**src/rtl/multiword_add_seq_pkg.sv**
```systemverilog
// multiword_add_seq_pkg: shared constants for the multiword add/subtract sequencer
package multiword_add_seq_pkg;
  localparam int SLICE_W = 8;
  typedef logic [1:0] state_t;
  localparam state_t ST_IDLE = 2'd0;
  localparam state_t ST_RUN  = 2'd1;
  localparam state_t ST_DONE = 2'd2;
endpackage

```
**src/rtl/multiword_add_seq_if.sv**
```systemverilog
// multiword_add_seq_if: request/result bundle between requester and sequencer
interface multiword_add_seq_if #(parameter int WORDS = 4);
  import multiword_add_seq_pkg::*;
  localparam int W = SLICE_W * WORDS;
  logic         start;
  logic         sub;
  logic [W-1:0] a;
  logic [W-1:0] b;
  logic         cin;
  logic         busy;
  logic         done;
  logic [W-1:0] sum;
  logic         cout;
  logic         ovf;
  modport master (output start, sub, a, b, cin, input busy, done, sum, cout, ovf);
  modport slave  (input start, sub, a, b, cin, output busy, done, sum, cout, ovf);
endinterface

```
**src/rtl/multiword_add_seq_loop_adder.sv**
```systemverilog
// loop_adder: the shared 8-bit ripple adder reused for every slice
module loop_adder (
  input  logic [7:0] a,
  input  logic [7:0] b,
  input  logic       cin,
  output logic [7:0] sum,
  output logic       cout
);
  assign {cout, sum} = {1'b0, a} + {1'b0, b} + {8'd0, cin};
endmodule

```
**src/rtl/multiword_add_seq.sv**
```systemverilog
// multiword_add_seq: WORDS x 8-bit add/subtract computed one slice per cycle on a shared adder
module multiword_add_seq
  import multiword_add_seq_pkg::*;
#(
  parameter int WORDS = 4
) (
  input logic clk,
  input logic rst_n,
  multiword_add_seq_if.slave bus
);
  localparam int W  = SLICE_W * WORDS;
  localparam int IW = (WORDS > 1) ? $clog2(WORDS) : 1;
  state_t               state_q, state_d;
  logic [IW-1:0]        idx_q, idx_d;
  logic                 carry_q, carry_d;
  logic [W-1:0]         opa_q, opa_d, opb_q, opb_d, sum_q, sum_d;
  logic                 cout_q, cout_d, ovf_q, ovf_d;
  logic [SLICE_W-1:0]   add_sum;
  logic                 add_cout;
  logic                 run, last, accept;
  loop_adder u_add (
    .a    (opa_q[idx_q*SLICE_W +: SLICE_W]),
    .b    (opb_q[idx_q*SLICE_W +: SLICE_W]),
    .cin  (carry_q),
    .sum  (add_sum),
    .cout (add_cout)
  );
  assign run    = state_q == ST_RUN;
  assign last   = idx_q == IW'(WORDS - 1);
  assign accept = bus.start && (state_q == ST_IDLE || state_q == ST_DONE);
  always_ff @(posedge clk or negedge rst_n) begin
    if (!rst_n) begin
      state_q <= ST_IDLE;
      idx_q   <= '0;
      carry_q <= 1'b0;
      opa_q   <= '0;
      opb_q   <= '0;
      sum_q   <= '0;
      cout_q  <= 1'b0;
      ovf_q   <= 1'b0;
    end else begin
      state_q <= state_d;
      idx_q   <= idx_d;
      carry_q <= carry_d;
      opa_q   <= opa_d;
      opb_q   <= opb_d;
      sum_q   <= sum_d;
      cout_q  <= cout_d;
      ovf_q   <= ovf_d;
    end
  end
  always_comb begin
    state_d = accept ? ST_RUN : run ? (last ? ST_DONE : ST_RUN) : ST_IDLE;
  end
  // Subtraction is a + ~b + 1, so b is inverted at capture and the carry seeded with 1.
  always_comb begin
    opa_d   = accept ? bus.a : opa_q;
    opb_d   = accept ? (bus.sub ? ~bus.b : bus.b) : opb_q;
    carry_d = accept ? (bus.sub | bus.cin) : run ? add_cout : carry_q;
    idx_d   = accept ? '0 : run ? idx_q + IW'(1) : idx_q;
    cout_d  = (run && last) ? add_cout : cout_q;
    ovf_d   = (run && last) ? (opa_q[W-1] == opb_q[W-1]) && (add_sum[SLICE_W-1] != opa_q[W-1]) : ovf_q;
    sum_d   = accept ? '0 : sum_q;
    if (run) sum_d[idx_q*SLICE_W +: SLICE_W] = add_sum;
  end
  always_comb begin
    bus.busy = run;
    bus.done = state_q == ST_DONE;
    bus.sum  = sum_q;
    bus.cout = cout_q;
    bus.ovf  = ovf_q;
  end
endmodule

```
**src/flat_wrapper.sv**
```systemverilog
// flat-port wrapper written by rule: the top's interface ports become plain ports
module multiword_add_seq_flat import multiword_add_seq_pkg::*;
#(
  parameter int WORDS = 4
)
  (clk, rst_n, bus_start, bus_sub, bus_a, bus_b, bus_cin, bus_busy, bus_done, bus_sum, bus_cout, bus_ovf);
  multiword_add_seq_if #(.WORDS(WORDS)) bus_i ();
  input logic clk;
  input logic rst_n;
  input wire logic [$bits(bus_i.start)-1:0] bus_start;
  input wire logic [$bits(bus_i.sub)-1:0] bus_sub;
  input wire logic [$bits(bus_i.a)-1:0] bus_a;
  input wire logic [$bits(bus_i.b)-1:0] bus_b;
  input wire logic [$bits(bus_i.cin)-1:0] bus_cin;
  output wire logic [$bits(bus_i.busy)-1:0] bus_busy;
  output wire logic [$bits(bus_i.done)-1:0] bus_done;
  output wire logic [$bits(bus_i.sum)-1:0] bus_sum;
  output wire logic [$bits(bus_i.cout)-1:0] bus_cout;
  output wire logic [$bits(bus_i.ovf)-1:0] bus_ovf;
  assign bus_i.start = bus_start;
  assign bus_i.sub = bus_sub;
  assign bus_i.a = bus_a;
  assign bus_i.b = bus_b;
  assign bus_i.cin = bus_cin;
  assign bus_busy = bus_i.busy;
  assign bus_done = bus_i.done;
  assign bus_sum = bus_i.sum;
  assign bus_cout = bus_i.cout;
  assign bus_ovf = bus_i.ovf;
  multiword_add_seq #(.WORDS(WORDS)) u_core (.clk(clk), .rst_n(rst_n), .bus(bus_i));
endmodule
```
**config.mk**
```make
export PLATFORM = sky130hd
export DESIGN_NAME = multiword_add_seq_flat
export DESIGN_NICKNAME = d
export VERILOG_FILES = /design/src/rtl/multiword_add_seq_pkg.sv /design/src/rtl/multiword_add_seq_if.sv /design/src/rtl/multiword_add_seq_loop_adder.sv /design/src/rtl/multiword_add_seq.sv /design/src/flat_wrapper.sv
export SDC_FILE = /design/constraint.sdc
export NUM_CORES = 1
export LEC_CHECK = 0
export BUFFER_PORTS_ARGS = -buffer_cell sky130_fd_sc_hd__buf_2
export CAP_MARGIN = 20
export CORE_MARGIN = 5
export CORE_UTILIZATION = 49
export CTS_CLUSTER_DIAMETER = 150
export DETAILED_ROUTE_END_ITERATION = 10
export PLACE_DENSITY = 0.77
export SLEW_MARGIN = 20
export SYNTH_ARGS = -nofsm -noshare
export SYNTH_HDL_FRONTEND = slang
export SYNTH_SLANG_ARGS = --single-unit
```
**constraint.sdc**
```tcl
create_clock -name clk -period 2.85 [get_ports clk]
set_input_delay 0.1425 -clock clk [delete_from_list [all_inputs] [get_ports clk]]
set_output_delay 0.1425 -clock clk [all_outputs]
set_load 0.05 [all_outputs]
```
Yosys cells after proc, flatten, opt, wreduce, memory -nomap -nowiden:

Index checks and enable logic that the tools add are counted.

* bits in registers: 103
* bits in latches: 0
* bits in writable memories: 0
* ROM bits: 0
* logic and storage cells: 40
* memories kept: 0

* add/sub/neg operators: 4
* multipliers: 0
* divide/modulo/power cells: 0
* magnitude comparators: 0
* equal/unequal tests: 5
* shift operators: 4
* multiplexer cells: 11
* bitwise operators: 2
* reductions and logical operators: 6

Operators by type and width (count)
* 32-bit two-way mux: 3
* 32-bit by 6-bit indexed part select with 8-bit output: 2
* 5-bit negation with 34-bit output: 1
* 8-bit by 34-bit variable shift with 32-bit output (first input constant): 1
* 8-bit by 34-bit indexed part select with 32-bit output: 1
* 32-bit bitwise mux: 1
* 32-bit NOT: 1
* 2-bit two-way mux: 5
* 8-bit by 8-bit adder with 9-bit output: 1
* 9-bit by 1-bit adder with 9-bit output: 1
* 2-bit equality test (second input constant): 2
* 1-bit logical AND: 3
* 2-bit by 1-bit adder with 2-bit output (second input constant): 1
* 2-bit by 1-bit equality test with 1-bit output (second input constant): 1
* 2-bit logical NOT: 1
* 1-bit two-way mux: 2
* 2-bit nonzero test: 1
* 1-bit equality test: 1
* 1-bit logical OR: 1
* 1-bit inequality test: 1
* 1-bit OR: 1

Logic depth before layout (Yosys ltp):

Gate-level depths: netlist (run 1).

* word-level depth: 6
* mapped depth: 9
* gate-level depth less buffers: 8

By module:

From an unflattened synthesis (run 1), not the netlist that was laid out.

* cells, all modules: 453
* area total of the unflattened synthesis: 4987.3 sq um

By module, submodules not included
* multiword_add_seq: times used 1, cells each 411, area each 4655.7 sq um, seq. area each 2577.5 sq um
* loop_adder: times used 1, cells each 42, area each 331.6 sq um, seq. area each 0.0 sq um

Least setup slack after synthesis (run 1):

OpenSTA, ideal clock, no wires.

* path kind: register -> register
* start: register u_core.idx_q[0]
* end: register u_core.ovf_q (netlist: u_core.bus.ovf)
* library setup time: 69 ps
* data arrival time: 3060 ps
* data required time: 2781 ps
* slack: -279 ps
* cell stages (with the launch flop): 10
* path buffers: 2
* period minus slack after synthesis: 3129 ps
* cells stage by stage: dfrtp_1 -> buf_2 -> buf_2 -> mux4_2 -> ha_1 -> nand2_2 -> o311ai_2 -> mux2i_1 -> or4_1 -> nand3_1

* cells in the longest elaborated chain, start to end: 5
* elaborated cells between the ends (all ways): 8
* those cells by class: add/sub (2); eq/ne (2); shift (2); reduce/logical (2)

Ends and longest elaborated chain
* start: declaration: RTL line multiword_add_seq.sv:14 `logic [IW-1:0] idx_q, idx_d;`
* start signal: assignment: RTL line multiword_add_seq.sv:43 `idx_q <= idx_d;`
* 32-bit by 6-bit indexed part select with 8-bit output, on equally long branches: RTL line multiword_add_seq.sv:22, multiword_add_seq.sv:23
* 8-bit by 8-bit adder with 9-bit output: RTL line multiword_add_seq_loop_adder.sv:9 `assign {cout, sum} = {1'b0, a} + {1'b0, b} + {8'd0, cin};`
* 9-bit by 1-bit adder with 9-bit output: RTL line multiword_add_seq_loop_adder.sv:9
* 1-bit inequality test: RTL line multiword_add_seq.sv:62 `ovf_d = (run && last) ? (opa_q[W-1] == opb_q[W-1]) && (add_sum[SLICE_W-1] != opa_q[W-1]) : ovf_q;`
* 1-bit logical AND: RTL line multiword_add_seq.sv:62
* end signal: assignment: RTL line multiword_add_seq.sv:49 `ovf_q <= ovf_d;`
* end: declaration: RTL line multiword_add_seq.sv:17 `logic cout_q, cout_d, ovf_q, ovf_d;`

Several ways; a longest one is shown, not always the timed one.
A chain may end at the register's enable or synchronous reset.

Final worst setup path (run 1):

Ends and elaborated chain as after synthesis.

==> results.yml, run 1 <==
logic_synthesis:
  synth_async_sr_flop_share: 1.00
  synth_unique_cells: 36
  synthesized_nets: 541
  synth_largest_type_area_fraction: 0.532
  yosysWarnings: 0
  synth_top_cells_by_count: "nand2_1 (144), dfrtp_1 (103), o21ai_0 (41), xnor2_1 (35), a22o_1 (29)"
  ys.flop_type: "dfrtp_1"
  ys_seq_elements: 103
  combined_area_of_all_synthesized_cells_um2: 4850
  post-synth-top-count-cell: "nand2_1"
  synth_top_cell_by_area: "dfrtp_1"
  post_synth_main_area_contributors: "dfrtp_1 (53%), nand2_1 (11%), mux4_2 (7.4%), xnor2_1 (6.3%), a22o_1 (5.2%)"
  post_synth_inst_count: 457
  synth-edff-count: 0
  synth.avg_cell_area_um2: 10.6
  ys_seq_area_frac: 0.532
placement:
  half_perimeter_wire_length_after_placement_um: 8260
  port-buffer-count: 104
  dpl.cell_count: 681
  gp_congestion: 0.848
setup_path:
  type_of_destination_of_the_critical_path: "register"
  timing.critical_path.slowest_cell_delay_ns: 0.51
  critical_path_peak_fanout: 7
  critPathTopFamily: "simple AND/OR/NAND/NOR gates"
  startpoint_type: "register"
  r2r_setup_slack_ns: 0.10
  slowest_stage: "mux4_2"
  number_of_buffers_and_inverters_on_the_critical_path: 1
  worst_ep_required_time_ns: 3.17
  worstSetupPathType: "reg -> reg"
  crit_chain: "buf_4 > mux4_2 > ha_1 > nand2_2 > o311ai_4 > mux2i_1 > or4_1 > nand3_1"
  cp_data_arrival_time_ns: 3.07
clock_tree:
  clockRootBuffer: "clkbuf_8"
  clk_transition_reported_paths_ns: 0.11
  numCtsBuffers: 9
  tritoncts: "yes"
  buffer_depth_of_the_longest_clock_path: 2
  cts-htree-levels: 3
  tritoncts_num_sinks: 103
  clock_latency_ns: 0.38
floorplanning:
  placement_rows: 36
  core_area_um2: 9730
  floorplan.io_pins: 105
  floorplan.die.width_um: 109
  dieHeight_um: 109
  design.die.area_um2: 12000
  starting_density_of_the_core: 0.498
detailed_routing:
  dr.first_iter.drc_count: 240
  route.vias.total: 3807
  wl_per_instance_um: 16.0
  detail_route.drc_violations: 0
  drtPass1Iterations: 4
  antenna_violating_nets_post_route: 0
  wirelength_um: 11700
  routed_via_density: 5.21
final_layout:
  layout.cells.non_filler: 731
  antennaDiodeCount: 0
  flow.area_growth_from_synthesis_pct: 26.3
  fin_nets: 677
  fill_cells: 790
  post_route_cells_drive_above_1_share: 0.279
sta:
  fmaxAchievable_mhz: 364
  final-max-slew-violation-count: 0
  finalSetupViolCount: 0
  min_period_ns: 2.75
  rsz0062_at_grt: "true"
  final.setup.tns_ns: 0
  finalHoldViolations: 0
  slew_headroom: 0.374
  share_of_the_clock_period_used_by_the_worst_path_after_layout: 0.965
  clock_skew_ns: 0.0186
  worstMarginPinSlew_ns: 0.940
power:
  swShare: 0.477
  peakVddDrop_v: 0.000700
  seq_power_share: 0.313
  power.switching_mw: 3.92
  p_clk_frac: 0.104
  p_int_mw: 4.30
  cellLeakagePower_nw: 3.09
  cellPowerDensity_nw_per_um2: 1340
  combPwrFrac: 0.583
global_routing:
  grt_pass1_wl_um: 19300
  grt.overflow.total: 0
  antenna_found_initial: 0
  largest_net_degree_at_the_start_of_global_routing: 54
  first_global_vias: 3923
  grt_usage: 0.209
outcome:
  outcome: "complete, no violations"
job:
  maxCapViolations: 0
min_path:
  hold_class: "in -> reg"
==> state kept, by name, indices dropped and copies added, names as in the netlist <==
signal and flops:
u_core.bus.sum 32, u_core.bus.ovf 1, u_core.opa_q 32, u_core.idx_q 2, u_core.bus.cout 1, u_core.carry_q 1
u_core.state_q 2, u_core.opb_q 32
==> cell type report <==
type                    instances  area (um^2)  share of cell area
flip-flops and latches        103         2580               0.421
multi-input cells             322         2190               0.358
repair buffers                151          983               0.161
well taps                     133          166              0.0272
clock buffers                   9          124              0.0202
clock inverters                 7         55.1             0.00900
inverters                       6         22.5             0.00368
==> layout by cell type (no fill, tap or decap), types with 2 or more instances in the layout <==
master | synthesis | layout
a21oi_1 | 9 | 6
a21oi_2 | 0 | 3
a22o_1 | 29 | 29
buf_12 | 0 | 2
buf_2 | 5 | 103
buf_4 | 0 | 13
clkbuf_8 | 0 | 9
clkinv_2 | 0 | 2
clkinv_4 | 0 | 2
dfrtp_1 | 103 | 102
dlygate4sd3_1 | 0 | 33
fa_2 | 0 | 2
ha_1 | 13 | 12
inv_1 | 4 | 4
inv_2 | 2 | 2
mux4_2 | 16 | 16
nand2_1 | 144 | 144
nand3b_1 | 2 | 2
nor2_1 | 6 | 6
nor2b_1 | 3 | 2
nor3_1 | 2 | 2
o21ai_0 | 41 | 41
xnor2_1 | 35 | 34
xor2_1 | 2 | 2
==> power by group through the flow <==
stage / clock network, mW / registers [mW] / logic, mW
after floorplan: 0 / 3.08 / 2.75
after global placement: 0 / 2.56 / 4.47
after detailed placement: 0 / 2.58 / 4.62
after CTS: 0.864 / 2.56 / 4.69
after global routing: 0.933 / 2.64 / 5.23
final: 0.853 / 2.57 / 4.79
==> metrics by stage <==
stage	power, mW	setup WS, ns	area [um^2]	utilization	hold slack, ns
final	8.21	0.101	6120	0.629	0.0454
after global routing	8.80	-0.0238	6120	0.629	0.0310
after CTS	8.11	0.0158	6090	0.626	0.0381
after detailed placement	7.20	-0.113	5580	0.573	0.225
after global placement	7.02	-0.0441	5580	0.573	0.213
after floorplan	5.83	-0.0141	4880	-	-0.153
==> cell families after synthesis <==
group,after synthesis,share of synthesized area
buf+inv,32,0.0261
simple gates,168,0.142
compound gates,85,0.115
flops,103,0.532
xor+xnor,37,0.0669
fa+ha+maj,15,0.0418
mux,17,0.0764
==> metal layers <==
layer	track usage	up-vias	part of all wire
met4	0.0686	0	0.026
met3	0.0499	27	0.060
met2	0.347	137	0.49
met5	0	-	0
met1	0.271	1814	0.42
li1	-	1829	-
==> final timing paths <==
| path | start | to | cells past startpoint |
|---|---|---|---|
| max | u_core.idx_q[0] | u_core.bus.ovf | 8 |
| min reg2reg | u_core.opb_q[23] | u_core.opb_q[23] | 2 |
| max reg2reg | u_core.idx_q[0] | u_core.bus.ovf | 8 |
| max in group asynchronous | rst_n | u_core.idx_q[0] | 3 |
| min in group asynchronous | rst_n | u_core.bus.sum[25] | 2 |
| min | bus_b[8] | u_core.opb_q[8] | 3 |
==> worst reg2reg max path, stage by stage, from the launching register on <==
cell	delay, ns
dfrtp_2	0.46
buf_4	0.21
mux4_2	0.51
ha_1	0.37
nand2_2	0.10
o311ai_4	0.32
mux2i_1	0.13
or4_1	0.51
nand3_1	0.09
==> timing repair <==
action | CTS | global route
buffers inserted | 0 | 1
endpoints found under the setup margin | 5 | 6
gates cloned | 0 | 0
hold buffers | 33 | 0
hold endpoints to repair | 82 | 0
resized for setup | 2 | 4
pin swaps | 0 | 4
(Power assumes the default switching activity.)
==> run 2: changes to the inputs <==
--- a/config.mk
+++ b/config.mk
@@ -7,6 +7,7 @@
 export LEC_CHECK = 0
 export BUFFER_PORTS_ARGS = -buffer_cell sky130_fd_sc_hd__buf_2
 export CAP_MARGIN = 20
+export CORE_ASPECT_RATIO = 0.9
 export CORE_MARGIN = 5
 export CORE_UTILIZATION = 49
 export CTS_CLUSTER_DIAMETER = 150
==> run 2 against run 1 <==
Sequential cell count did not move. Total power is 4.9% higher. Worst setup slack got worse by 0.049 ns. Wire length rose by 3.9%. Via count grew 1.3%. Worst hold slack improved by 0.014 ns. Non-clock buffer count rose by 1. Fmax fell by 1.7%. Die area about the same. Critical path type unchanged.
==> results.yml, run 2 (synthesis results as in run 1) <==
placement:
  port-buffer-count: 104
  dpl.cell_count: 674
  gp_congestion: 0.849
  placedInstanceArea_um2: 5560
  dpl_worst_slack_ns: -0.0944
  half_perimeter_wire_length_after_placement_um: 8710
sta:
  hold_ws_ns: 0.0594
  share_of_the_clock_period_used_by_the_worst_path_after_layout: 0.982
  clock_skew_ns: 0.0104
  min_period_ns: 2.80
  slew_headroom: 0.425
  finalHoldViolations: 0
  final.setup.worst_slack_ns: 0.0526
  fmaxAchievable_mhz: 357
  worstMarginPinSlew_ns: 0.863
  final-max-slew-violation-count: 0
  rsz0062_at_grt: "true"
  finalSetupViolCount: 0
  final.setup.tns_ns: 0
power:
  peakVddDrop_v: 0.000753
  cellLeakagePower_nw: 3.13
  seq_power_share: 0.300
  power.switching_mw: 3.96
  cellPowerDensity_nw_per_um2: 1390
  combPwrFrac: 0.570
  p_int_mw: 4.66
  p_total_mw: 8.62
  swShare: 0.459
  p_clk_frac: 0.130
setup_path:
  reg2reg_from: "u_core.idx_q[0]"
  worstReg2RegEnd: "u_core.bus.ovf"
  startpoint_type: "register"
  timing.critical_path.from: "u_core.idx_q[0]"
  type_of_destination_of_the_critical_path: "register"
  r2r_setup_slack_ns: 0.05
  worst_setup_path_endpoint: "u_core.bus.ovf"
  worst_r2r_path_depth: 8
  cp_data_arrival_time_ns: 3.10
  worst_ep_required_time_ns: 3.15
  critical_path_peak_fanout: 7
  worstSetupPathType: "reg -> reg"
outcome:
  outcome: "complete, no violations"
detailed_routing:
  antenna_violating_nets_post_route: 0
  detail_route.drc_violations: 0
  wl_per_instance_um: 16.8
  wirelength_um: 12200
  route.vias.total: 3855
  dr.first_iter.drc_count: 290
  routed_via_density: 5.32
  drtPass1Iterations: 4
floorplanning:
  floorplan.io_pins: 105
  design.die.area_um2: 12000
  starting_density_of_the_core: 0.502
  placement_rows: 34
  dieHeight_um: 104
  floorplan.die.width_um: 115
  core_area_um2: 9660
global_routing:
  largest_net_degree_at_the_start_of_global_routing: 65
  grt_pass1_wl_um: 19900
  grt.overflow.total: 0
  antenna_found_initial: 0
  first_global_vias: 3899
  grt_usage: 0.211
final_layout:
  layout_commonest_cell: "nand2_1"
  final_util: 0.643
  most-common-layout-cells: "nand2_1 (144), buf_2 (103), dfrtp_1 (102)"
  antennaDiodeCount: 0
  layout.cells.non_filler: 725
  flow.area_growth_from_synthesis_pct: 28.0
  post_route_cells_drive_above_1_share: 0.279
  fill_cells: 713
  fin_nets: 678
  fin_area_um2: 6210
clock_tree:
  clock_latency_ns: 0.36
  clockRootBuffer: "clkbuf_8"
  numCtsBuffers: 9
  clk_transition_reported_paths_ns: 0.10
  cts-htree-levels: 3
  tritoncts: "yes"
  buffer_depth_of_the_longest_clock_path: 2
  tritoncts_num_sinks: 103
job:
  maxCapViolations: 0
min_path:
  hold_class: "in -> reg"
## run 2: how the worst min path moves through the flow
stage,from,endpoint,depth (start not counted)
global route,bus_b[26],u_core.opb_q[26],3
floorplan,rst_n,u_core.bus.cout,0
global placement,rst_n,u_core.opa_q[9],1
finish,bus_b[4],u_core.opb_q[4],3
CTS,bus_b[22],u_core.opb_q[22],3
detailed placement,rst_n,u_core.opa_q[9],1
## run 2: final cells by class
class	count	area [um^2]	share of cell area
tap	126	158	0.0254
inverter	6	22.5	0.00363
timing repair buffer	152	986	0.159
clock buffer	12	155	0.0250
sequential	103	2580	0.416
multi-input combinational	322	2210	0.356
clock inverter	4	98.8	0.0159
## run 2: repair_timing
item | 4_1_cts | 5_1_grt
hold endpoints to repair | 83 | 0
hold buffers | 33 | 0
endpoints found under the setup margin | 5 | 9
setup buffers | 0 | 2
resized for setup | 2 | 8
pin swaps | 0 | 6
## run 2: per-layer routing
| metal | track usage | up-vias | part of all wire |
|---|---|---|---|
| met3 | 0.0442 | 24 | 0.065 |
| met4 | 0.0687 | 0 | 0.025 |
| met2 | 0.333 | 147 | 0.48 |
| li1 | - | 1824 | - |
| met5 | 0 | - | 0 |
| met1 | 0.292 | 1860 | 0.43 |
## run 2: power by group through the flow
stage	clock [mW]	sequential [mW]	combinational (mW)
final	1.12	2.59	4.91
after CTS	1.14	2.57	4.68
after detailed placement	0	2.59	4.59
after global placement	0	2.57	4.42
after floorplan	0	3.08	2.75
after global routing	1.19	2.65	5.35
## run 2: worst max-delay path, cell delays in order (launching register included)
cell and delay (ns):
dfrtp_2 0.47, mux4_2 0.55, fa_2 0.41, buf_4 0.16, a211oi_4 0.28, o311ai_4 0.12
mux2i_1 0.15, or4_1 0.51, nand3_1 0.10
==> run 3: changes to the inputs <==
--- a/config.mk
+++ b/config.mk
@@ -8,11 +8,11 @@
 export BUFFER_PORTS_ARGS = -buffer_cell sky130_fd_sc_hd__buf_2
 export CAP_MARGIN = 20
 export CORE_ASPECT_RATIO = 0.9
-export CORE_MARGIN = 5
-export CORE_UTILIZATION = 49
+export CORE_MARGIN = 2
+export CORE_UTILIZATION = 40
 export CTS_CLUSTER_DIAMETER = 150
 export DETAILED_ROUTE_END_ITERATION = 10
-export PLACE_DENSITY = 0.77
+export PLACE_DENSITY = 0.65
 export SLEW_MARGIN = 20
 export SYNTH_ARGS = -nofsm -noshare
 export SYNTH_HDL_FRONTEND = slang
==> run 3 against run 2 <==
The run now ends with negative hold slack left. Wire length fell by 5.3%. Register-to-register slack improved by 0.05 ns. Sequential cell count did not move. Sequential share of layout area fell by 0.18 points. Sequential power barely moved. Combinational power fell by 0.8%. Total power rose by 1.2%. Worst setup slack improved by 0.053 ns. Final cell count rose by 3.6%. First-iteration DRC count fell by 25%. Clock power rose by 14%. Final area rose by 0.44%. Highest routed layer unchanged.
==> results.yml, run 3 (synthesis results as in run 1) <==
final_layout:
  post_route_cells_drive_above_1_share: 0.284
  antennaDiodeCount: 0
  final_util: 0.522
  layout.area.seq_um2: 2580
  flow.area_growth_from_synthesis_pct: 28.6
  multi_input_comb_area_um2: 2210
  fin_nets: 670
  fill_cells: 1084
  most-common-layout-cells: "nand2_1 (144), buf_2 (103), dfrtp_1 (102)"
  layout_commonest_cell: "nand2_1"
power:
  cellLeakagePower_nw: 3.12
  cellPowerDensity_nw_per_um2: 1400
  peakVddDrop_v: 0.000622
  p_clk_frac: 0.147
  combPwrFrac: 0.558
  swShare: 0.460
  p_int_mw: 4.71
  power.switching_mw: 4.01
  seq_power_share: 0.295
min_path:
  hold_class: "in -> reg"
  min_delay_worst_endpoint: "u_core.opa_q[5]"
  hp-start: "bus_a[5]"
  whs_path_depth: 3
clock_tree:
  clk_transition_reported_paths_ns: 0.07
  clockRootBuffer: "clkbuf_16"
  numCtsBuffers: 9
  buffer_depth_of_the_longest_clock_path: 2
  tritoncts: "yes"
  clock_latency_ns: 0.35
  tritoncts_num_sinks: 103
  cts-htree-levels: 3
detailed_routing:
  routed_via_density: 4.92
  drtPass1Iterations: 5
  antenna_violating_nets_post_route: 0
  dr.first_iter.drc_count: 217
  route.vias.total: 3697
  wirelength_um: 11500
  wl_per_instance_um: 15.4
  detail_route.drc_violations: 0
setup_path:
  critical_path_peak_fanout: 5
  worstSetupPathType: "reg -> reg"
  reg2reg_from: "u_core.idx_q[0]"
  worst_r2r_path_depth: 8
  r2r_setup_slack_ns: 0.11
  type_of_destination_of_the_critical_path: "register"
  startpoint_type: "register"
  worst_ep_required_time_ns: 3.08
  worstReg2RegEnd: "u_core.bus.sum[6]"
  cp_data_arrival_time_ns: 2.98
global_routing:
  grt_pass1_wl_um: 18800
  grt.overflow.total: 0
  first_global_vias: 3718
  grt_usage: 0.187
  largest_net_degree_at_the_start_of_global_routing: 55
  antenna_found_initial: 0
sta:
  clock_skew_ns: 0.00528
  final.setup.worst_slack_ns: 0.106
  hold_ws_ns: -0.00164
  share_of_the_clock_period_used_by_the_worst_path_after_layout: 0.963
  final.setup.tns_ns: 0
  worstMarginPinSlew_ns: 0.900
  min_period_ns: 2.74
  finalSetupViolCount: 0
  final-max-slew-violation-count: 0
  rsz0062_at_grt: "true"
  fmaxAchievable_mhz: 364
  slew_headroom: 0.400
  finalHoldViolations: 1
placement:
  half_perimeter_wire_length_after_placement_um: 8460
  port-buffer-count: 104
  dpl_worst_slack_ns: -0.0669
  gp_congestion: 0.887
outcome:
  outcome: "finished with violations"
  violations: "negative hold slack"
floorplanning:
  design.die.area_um2: 13000
  starting_density_of_the_core: 0.406
  placement_rows: 38
  core_area_um2: 11900
  dieHeight_um: 108
  floorplan.die.width_um: 120
  floorplan.io_pins: 105
job:
  maxCapViolations: 0
-- run 3: cell count changes in the layout (fill, tap and decap cells not counted), sizes merged --
cell	before	now
bufinv	3	1
clkbuf	12	9
clkinv	0	3
dlygate4sd3	33	25
inv	7	9
-- run 3: final cells by class --
| class | instances | area share |
|---|---|---|
| Multi-Input combinational cell | 322 | 0.354 |
| Clock inverter | 7 | 0.0141 |
| Clock buffer | 9 | 0.0361 |
| Inverter | 6 | 0.00361 |
| Tap cell | 160 | 0.0321 |
| Timing Repair Buffer | 144 | 0.146 |
| Sequential cell | 103 | 0.414 |
-- run 3: how the worst max path moves through the flow --
stage	end	from
6_report	u_core.bus.sum[6]	u_core.idx_q[0]
5_1_grt	u_core.bus.sum[6]	u_core.idx_q[0]
4_1_cts	u_core.bus.ovf	u_core.idx_q[0]
3_5_place_dp	u_core.bus.ovf	u_core.idx_q[0]
3_3_place_gp	u_core.bus.ovf	u_core.idx_q[0]
2_1_floorplan	u_core.bus.ovf	u_core.idx_q[0]
-- run 3: timing repair --
action,in CTS,in global routing
hold endpoints to repair,73,0
endpoints found under the setup margin,5,6
pin swaps,0,7
setup buffers,0,1
resized for setup,1,5
hold buffers,25,0
-- run 3: per-layer routing --
metal | vias to the layer above | global-route usage | wire [um]
li1 | 1810 | - | -
met1 | 1758 | 0.258 | 5370
met2 | 114 | 0.298 | 5280
met3 | 15 | 0.0332 | 654
met4 | 0 | 0.0647 | 229
met5 | - | 0 | 0
-- run 3: power groups by stage --
stage / Clock, mW / Combinational, mW / Sequential [mW]
floorplan: 0 / 2.75 / 3.08
global placement: 0 / 4.52 / 2.58
detailed placement: 0 / 4.64 / 2.59
CTS: 1.30 / 4.69 / 2.57
global route: 1.36 / 5.33 / 2.65
finish: 1.28 / 4.87 / 2.57
-- run 3: metrics by stage --
step	area (um^2)	power (mW)	std cells
2_1_floorplan	4880	5.83	457
3_3_place_gp	5620	7.10	709
3_5_place_dp	5620	7.23	709
4_1_cts	6180	8.56	750
5_1_grt	6230	9.33	751
6_report	6230	8.72	751
-- run 3: critical path, cell delays in order (launching register included) --
cell and delay [ns]:
dfrtp_2 0.46, mux4_2 0.55, fa_2 0.42, fa_2 0.38, a21oi_2 0.15, o211ai_1 0.13, a21oi_2 0.19, xnor2_2 0.13
a22o_1 0.23
